$ cat src/rtl/mdu_pipe.sv
// Multiply/divide unit: pipelined multiplier, iterative radix-2 divider and a
// shared result FIFO drained onto the CDB. Dispatch credits guarantee the FIFO never overflows.
module mdu_pipe #(
  parameter int XLEN       = 32,
  parameter int TAG_W      = 6,
  parameter int MUL_STAGES = 2,
  parameter int OUT_DEPTH  = 4
) (
  input  logic             clk,
  input  logic             rst,
  input  logic             flush,
  input  logic             in_valid,
  input  logic [2:0]       in_op,
  input  logic [XLEN-1:0]  in_a,
  input  logic [XLEN-1:0]  in_b,
  input  logic [TAG_W-1:0] in_tag,
  output logic             in_rdy,
  output logic             out_valid,
  output logic [XLEN-1:0]  out_data,
  output logic [TAG_W-1:0] out_tag,
  input  logic             out_gnt
);

  localparam int CNT_W  = $clog2(OUT_DEPTH + 1);
  localparam int PTR_W  = $clog2(OUT_DEPTH);
  localparam int STEP_W = $clog2(XLEN);
  localparam int PW     = 2 * XLEN;
  localparam int LAST   = MUL_STAGES - 1;

  typedef enum logic [1:0] {DIV_IDLE, DIV_BUSY, DIV_DONE} div_state_t;

  div_state_t div_state, div_next;

  logic             accept, is_div, pop;
  logic [CNT_W-1:0] occ;

  assign is_div = in_op[2];
  assign accept = in_valid && in_rdy;
  assign pop    = out_valid && out_gnt;

  always_comb begin
    in_rdy = !rst && !flush && (occ < CNT_W'(OUT_DEPTH)) &&
             (!is_div || div_state == DIV_IDLE);
  end

  // Every op holds one credit from accept until it leaves the FIFO head.
  always_ff @(posedge clk) begin
    // NOTE: state registers use non-blocking assignments so every flop samples pre-edge values.
    if (rst || flush) occ <= '0;
    else              occ <= occ + CNT_W'(accept) - CNT_W'(pop);
  end

  // ---------------- multiplier ----------------
  logic                  mul_a_sgn, mul_b_sgn;
  logic signed [XLEN:0]  a_ext, b_ext;
  logic [PW-1:0]         prod;
  logic [MUL_STAGES-1:0] m_vld;
  logic                  m_lo   [MUL_STAGES];
  logic [TAG_W-1:0]      m_tag  [MUL_STAGES];
  logic [PW-1:0]         m_prod [MUL_STAGES];
  logic                  mul_wr;
  logic [XLEN-1:0]       mul_res;

  assign mul_a_sgn = (in_op[1:0] != 2'b11);
  assign mul_b_sgn = !in_op[1];
  assign a_ext     = {mul_a_sgn & in_a[XLEN-1], in_a};
  assign b_ext     = {mul_b_sgn & in_b[XLEN-1], in_b};
  // Low 2*XLEN bits of the sign-extended product are exact for all four ops.
  assign prod      = PW'(a_ext) * PW'(b_ext);

  always_ff @(posedge clk) begin
    if (rst || flush) begin
      m_vld <= '0;
    end else begin
      m_vld[0] <= accept && !is_div;
      for (int i = 1; i < MUL_STAGES; i++) m_vld[i] <= m_vld[i-1];
    end
  end

  // NOTE: payload registers carry no reset; the valid bits alone qualify them.
  always_ff @(posedge clk) begin
    m_prod[0] <= prod;
    m_lo[0]   <= (in_op[1:0] == 2'b00);
    m_tag[0]  <= in_tag;
    for (int i = 1; i < MUL_STAGES; i++) begin
      m_prod[i] <= m_prod[i-1];
      m_lo[i]   <= m_lo[i-1];
      m_tag[i]  <= m_tag[i-1];
    end
  end

  assign mul_wr  = m_vld[LAST];
  assign mul_res = m_lo[LAST] ? m_prod[LAST][XLEN-1:0] : m_prod[LAST][PW-1:XLEN];

  // ---------------- divider ----------------
  logic              div_sgn, a_neg, b_neg, div_wr;
  logic [XLEN-1:0]   a_mag, b_mag, div_res;
  logic [XLEN-1:0]   d_rem, d_quo, d_div, d_a;
  logic [STEP_W-1:0] d_cnt;
  logic              d_first, d_zero, d_ovf, d_neg_q, d_neg_r, d_rem_op;
  logic [TAG_W-1:0]  d_tag;
  logic [XLEN:0]     r_sh, diff;
  logic              ge;

  assign div_sgn = !in_op[0];
  assign a_neg   = div_sgn & in_a[XLEN-1];
  assign b_neg   = div_sgn & in_b[XLEN-1];
  assign a_mag   = a_neg ? -in_a : in_a;
  assign b_mag   = b_neg ? -in_b : in_b;

  assign r_sh = {d_rem, d_quo[XLEN-1]};
  assign diff = r_sh - {1'b0, d_div};
  assign ge   = !diff[XLEN];

  always_ff @(posedge clk) begin
    if (rst || flush) div_state <= DIV_IDLE;
    else              div_state <= div_next;
  end

  always_comb begin
    // NOTE: default first so no path through this block can infer a latch.
    div_next = div_state;
    case (div_state)
      DIV_IDLE: if (accept && is_div) div_next = DIV_BUSY;
      DIV_BUSY: if ((d_first && (d_zero || d_ovf)) || d_cnt == '0) div_next = DIV_DONE;
      DIV_DONE: if (!mul_wr) div_next = DIV_IDLE;
      default:  div_next = DIV_IDLE;
    endcase
  end

  always_ff @(posedge clk) begin
    if (div_state == DIV_IDLE && accept && is_div) begin
      d_rem    <= '0;
      d_quo    <= a_mag;
      d_div    <= b_mag;
      d_a      <= in_a;
      d_neg_q  <= a_neg ^ b_neg;
      d_neg_r  <= a_neg;
      d_rem_op <= in_op[1];
      d_tag    <= in_tag;
      d_zero   <= (in_b == '0);
      d_ovf    <= div_sgn && (in_a == {1'b1, {(XLEN-1){1'b0}}}) && (in_b == '1);
      d_cnt    <= STEP_W'(XLEN - 1);
      d_first  <= 1'b1;
    end else if (div_state == DIV_BUSY) begin
      d_first <= 1'b0;
      if (d_first && d_zero) begin
        d_quo   <= '1;
        d_rem   <= d_a;
        d_neg_q <= 1'b0;
        d_neg_r <= 1'b0;
      end else if (d_first && d_ovf) begin
        d_quo   <= d_a;
        d_rem   <= '0;
        d_neg_q <= 1'b0;
        d_neg_r <= 1'b0;
      end else begin
        d_rem <= ge ? diff[XLEN-1:0] : r_sh[XLEN-1:0];
        d_quo <= {d_quo[XLEN-2:0], ge};
        d_cnt <= d_cnt - STEP_W'(1);
      end
    end
  end

  assign div_res = d_rem_op ? (d_neg_r ? -d_rem : d_rem) : (d_neg_q ? -d_quo : d_quo);
  // The multiplier has no stall path, so it owns the write port on a collision.
  assign div_wr  = (div_state == DIV_DONE) && !mul_wr;

  // ---------------- output FIFO ----------------
  logic                 fifo_wr;
  logic [XLEN-1:0]      w_data;
  logic [TAG_W-1:0]     w_tag;
  logic [XLEN-1:0]      f_data [OUT_DEPTH];
  logic [TAG_W-1:0]     f_tag  [OUT_DEPTH];
  logic [PTR_W-1:0]     wr_ptr, rd_ptr;
  logic [CNT_W-1:0]     f_cnt;

  function automatic logic [PTR_W-1:0] ptr_inc(input logic [PTR_W-1:0] p);
    return (p == PTR_W'(OUT_DEPTH - 1)) ? '0 : p + PTR_W'(1);
  endfunction

  assign fifo_wr = mul_wr || div_wr;
  assign w_data  = mul_wr ? mul_res : div_res;
  assign w_tag   = mul_wr ? m_tag[LAST] : d_tag;

  always_ff @(posedge clk) begin
    if (rst || flush) begin
      wr_ptr <= '0;
      rd_ptr <= '0;
      f_cnt  <= '0;
    end else begin
      if (fifo_wr) wr_ptr <= ptr_inc(wr_ptr);
      if (pop)     rd_ptr <= ptr_inc(rd_ptr);
      f_cnt <= f_cnt + CNT_W'(fifo_wr) - CNT_W'(pop);
    end
  end

  always_ff @(posedge clk) begin
    if (fifo_wr) begin
      f_data[wr_ptr] <= w_data;
      f_tag[wr_ptr]  <= w_tag;
    end
  end

  assign out_valid = (f_cnt != '0);
  assign out_data  = out_valid ? f_data[rd_ptr] : '0;
  assign out_tag   = out_valid ? f_tag[rd_ptr]  : '0;

endmodule

$ cat config.mk
export PLATFORM = sky130hd
export DESIGN_NAME = mdu_pipe
export DESIGN_NICKNAME = d
export VERILOG_FILES = /design/src/rtl/mdu_pipe.sv
export SDC_FILE = /design/constraint.sdc
export NUM_CORES = 2
export LEC_CHECK = 0
export ABC_CLOCK_PERIOD_IN_PS = 11200
export CAP_MARGIN = 0
export CORE_MARGIN = 2
export CORE_UTILIZATION = 57
export DETAILED_ROUTE_END_ITERATION = 8
export PLACE_DENSITY = 0.76
export SLEW_MARGIN = 10
export SYNTH_ARGS = -nofsm -noshare
export SYNTH_HDL_FRONTEND = slang
export SYNTH_SLANG_ARGS = --single-unit
export TNS_END_PERCENT = 30
$ cat constraint.sdc
create_clock -name clk -period 11.2 [get_ports clk]
set_input_delay 2.8 -clock clk [delete_from_list [all_inputs] [get_ports clk]]
set_output_delay 2.8 -clock clk [all_outputs]
set_load 0.02 [all_outputs]
==> impl_metrics.xml <==
<?xml version="1.0" encoding="UTF-8"?>
<metrics>
  <group name="placement">
    <metric name="detailedPlacementHpwl" unit="mm">123.7</metric>
    <metric name="place.port_buffers" unit="">117</metric>
    <metric name="gp_congestion" unit="">0.9518</metric>
    <metric name="post-place-ws" unit="ns">0.09875</metric>
  </group>
  <group name="yosys">
    <metric name="post_synth.cell_area_avg" unit="um2">9.812</metric>
    <metric name="synth_compound_gate_area_share" unit="%">6.610</metric>
    <metric name="synth_area_leaders" unit="">sky130_fd_sc_hd__fa_1, sky130_fd_sc_hd__edfxtp_1, sky130_fd_sc_hd__inv_1</metric>
    <metric name="synthCells" unit="">5947</metric>
    <metric name="synth_area_leader_cell" unit="">sky130_fd_sc_hd__fa_1</metric>
    <metric name="synthArstFlopShare" unit="%">0</metric>
    <metric name="synth_fp_nets" unit="">7412</metric>
    <metric name="post_synth_mux_area_share" unit="%">2.361</metric>
    <metric name="synth.ff_latch_count" unit="">455</metric>
    <metric name="synthDistinctLibCells" unit="">74</metric>
    <metric name="synth_xor_xnor_area_share" unit="%">3.437</metric>
    <metric name="seq_area_frac_synth" unit="%">20.05</metric>
    <metric name="synthTopCellsByCount" unit="">sky130_fd_sc_hd__inv_1, sky130_fd_sc_hd__fa_1, sky130_fd_sc_hd__nand2_1, sky130_fd_sc_hd__and2_1, sky130_fd_sc_hd__clkbuf_1</metric>
    <metric name="yosys.area.top_type_share" unit="%">38.70</metric>
    <metric name="yosys.cell_count.top_type" unit="">sky130_fd_sc_hd__inv_1</metric>
    <metric name="synth-adder-area-share" unit="%">44.25</metric>
    <metric name="synth-warning-count" unit="">0</metric>
    <metric name="dominantRegCellSynth" unit="">sky130_fd_sc_hd__edfxtp_1</metric>
    <metric name="main_combinational_cell_family_by_area_after_synthesis" unit="">adder cells</metric>
    <metric name="mappedNetlistArea" unit="mm2">0.05835</metric>
    <metric name="yosys.area_share.simple" unit="%">13.24</metric>
    <metric name="synth_edf_count" unit="">259</metric>
  </group>
  <group name="die">
    <metric name="initial_core_util" unit="%">57.44</metric>
    <metric name="die_height" unit="um">324.0</metric>
    <metric name="placementRows" unit="">117</metric>
    <metric name="placeableCoreArea" unit="mm2">0.1016</metric>
    <metric name="design.portCount" unit="">118</metric>
    <metric name="die_area" unit="mm2">0.1050</metric>
    <metric name="die_width" unit="um">324.0</metric>
  </group>
  <group name="drt">
    <metric name="drt-pass1-iter-count" unit="">6</metric>
    <metric name="post-route-drc-count" unit="">0</metric>
    <metric name="route.vias.total" unit="">42740</metric>
    <metric name="route.detailed.wl_per_inst" unit="um">22.38</metric>
    <metric name="wirelength" unit="mm">164.3</metric>
    <metric name="detail_route.iter0.violations" unit="">4600</metric>
    <metric name="route.detailed.vias_per_inst" unit="">5.822</metric>
    <metric name="route.antenna.remaining_nets" unit="">0</metric>
  </group>
  <group name="sta">
    <metric name="finClkSkew" unit="ns">0.01765</metric>
    <metric name="timing.slew.headroom" unit="%">28.22</metric>
    <metric name="timing.final.hold_violations" unit="">0</metric>
    <metric name="final_period_minus_worst_setup_slack" unit="ns">10.63</metric>
    <metric name="timing.final.max_slew_violations" unit="">0</metric>
    <metric name="setup_total_negative_slack" unit="ns">0</metric>
    <metric name="tightest_slew" unit="ns">1.077</metric>
    <metric name="fmax" unit="GHz">0.09410</metric>
    <metric name="rsz_0062_raised_after_global_routing" unit="">no</metric>
    <metric name="final_critical_path_setup_slack" unit="ns">0.5728</metric>
    <metric name="report.final.setup_viol" unit="">0</metric>
    <metric name="min_period_over_period" unit="%">94.89</metric>
  </group>
  <group name="layout">
    <metric name="num-nets-final" unit="">7398</metric>
    <metric name="share_of_post_route_cells_with_drive_strength_above_1" unit="%">6.300</metric>
    <metric name="area_delta_synth_final" unit="%">8.111</metric>
    <metric name="finish.utilization" unit="%">62.10</metric>
    <metric name="nFillCells" unit="">8200</metric>
  </group>
  <group name="global_routing">
    <metric name="grt_use_met1" unit="%">43.41</metric>
    <metric name="grt_use_met3" unit="%">7.598</metric>
    <metric name="grt_total_ovfl" unit="">0</metric>
    <metric name="grt.busiest_layer" unit="">met2</metric>
    <metric name="initial_antenna_violation_count" unit="">11</metric>
    <metric name="grt_usage" unit="%">32.49</metric>
    <metric name="grt_pass1_wl" unit="mm">258.5</metric>
    <metric name="grt_pass1_vias" unit="">45390</metric>
    <metric name="grt_max_degree" unit="">84</metric>
    <metric name="global_route.usage.met2" unit="%">50.78</metric>
  </group>
  <group name="worst_setup_path">
    <metric name="cp.arrival" unit="ns">11.09</metric>
    <metric name="cp_common_cell" unit="">sky130_fd_sc_hd__fa_1</metric>
    <metric name="critical_path.slowest_cell" unit="">sky130_fd_sc_hd__fa_1</metric>
    <metric name="cp.required" unit="ns">11.66</metric>
    <metric name="critPathMaxStageDelay" unit="ns">0.58</metric>
    <metric name="start_kind" unit="">input pin</metric>
    <metric name="endpoint_kind" unit="">flip-flop</metric>
    <metric name="critPathKind" unit="">in -&gt; reg</metric>
    <metric name="worst-path-max-fanout" unit="">14</metric>
  </group>
  <group name="clocking">
    <metric name="max-clock-path-buffers" unit="">3</metric>
    <metric name="number_of_buffers_created_by_cts" unit="">44</metric>
    <metric name="htree_num_levels" unit="">2</metric>
    <metric name="cts_repair_resize_count" unit="">0</metric>
    <metric name="cts.root.buffer_cell" unit="">sky130_fd_sc_hd__clkbuf_16</metric>
    <metric name="ctsHoldBuffers" unit="">0</metric>
    <metric name="clock_tree_sinks" unit="">455</metric>
    <metric name="cts_tree" unit="">built</metric>
    <metric name="cts.reportedPaths.clkPinSlew" unit="ns">0.07</metric>
    <metric name="post_cts_buffers" unit="">0</metric>
    <metric name="latest_clock_arrival_within_the_worst_skew_pair" unit="ns">0.58</metric>
  </group>
  <group name="status">
    <metric name="run_status" unit="">finished clean</metric>
  </group>
  <group name="hold_path">
    <metric name="classification_of_the_worst_slack_hold_path" unit="">reg -&gt; reg</metric>
  </group>
  <group name="job">
    <metric name="max-cap-violations" unit="">0</metric>
  </group>
</metrics>
==> sequential cells by signal, summed over array words and instances (netlist names), 3 cells and up, named ones only <==
signal,flops
d_cnt,5
f_cnt,3
d_rem,32
d_quo,32
d_tag,6
f_data,128
m_tag,12
m_prod,128
f_tag,24
d_div,32
occ,3
d_a,32
==> placed cells by master (no fill, tap or decap), drive strengths merged, types with 34 or more instances in the layout <==
master / n
a21o: 39
a21oi: 201
nor3: 44
inv: 1201
and2: 390
mux4: 38
ha: 259
clkdlybuf4s50: 94
xnor2: 137
nand2: 804
a211oi: 37
xor2: 92
clkbuf: 58
buf: 209
and3: 47
nor2: 168
fa: 1128
dfxtp: 196
edfxtp: 259
a31oi: 34
o21ai: 122
==> logic make-up after synthesis <==
kind of cell	count (synthesis)
AND/OR/NAND/NOR	1621
adder cells (fa/ha/maj)	1387
XOR/XNOR	229
flip-flops	455
multiplexers	88
AO/OA/AOI/OAI	606
buffers and inverters	1561
==> final timing paths <==
kind	cells past startpoint	to	from	slack [ns]
setup / recovery	29	m_prod[0][63]	in_op[1]	0.57
hold / removal	0	m_prod[0][90]	m_prod[0][26]	0.32
setup reg to reg	14	d_rem[23]	d_quo[31]	6.84
hold reg to reg	0	m_prod[0][90]	m_prod[0][26]	0.32
==> area by class of cell <==
cell class / instances / area (um2) / share of cell area (%)
multi-input combinational: 3931 / 40830 / 64.72
sequential: 455 / 11710 / 18.56
inverter: 1197 / 4496 / 7.126
timing repair buffer: 304 / 2873 / 4.554
tap: 1368 / 1712 / 2.713
clock buffer: 57 / 1224 / 1.940
clock inverter: 24 / 234.0 / 0.3709
antenna: 6 / 15.01 / 0.02380
==> routing by layer <==
layer | up-vias | share of wire, %
met4 | 4 | 5.3
li1 | 18220 | -
met2 | 2410 | 45
met3 | 494 | 12
met5 | - | 0.014
met1 | 21610 | 38
==> critical path: cells and delay by family <==
family | cells | cell delay, ns
adders and majority gates | 9 | 4.31
AOI/OAI and AO/OA | 8 | 1.80
buffers and inverters | 7 | 1.18
and+or+nand+nor | 4 | 0.82
xor gates and xnor gates | 1 | 0.16
==> through the flow <==
| step | hold WS (ns) | area (um2) | cells |
|---|---|---|---|
| after detailed placement | 0.3121 | 61620 | 7255 |
| after floorplan | 0.3096 | 58350 | 5947 |
| final | 0.3159 | 63090 | 7342 |
| after global placement | 0.3107 | 61620 | 7255 |
| after CTS | 0.3164 | 63070 | 7336 |
| after global routing | 0.3282 | 63090 | 7341 |
Power is left out: the tool's default activity adds up to more than one toggle a clock period on the data nets, which glitch-free logic cannot reach.
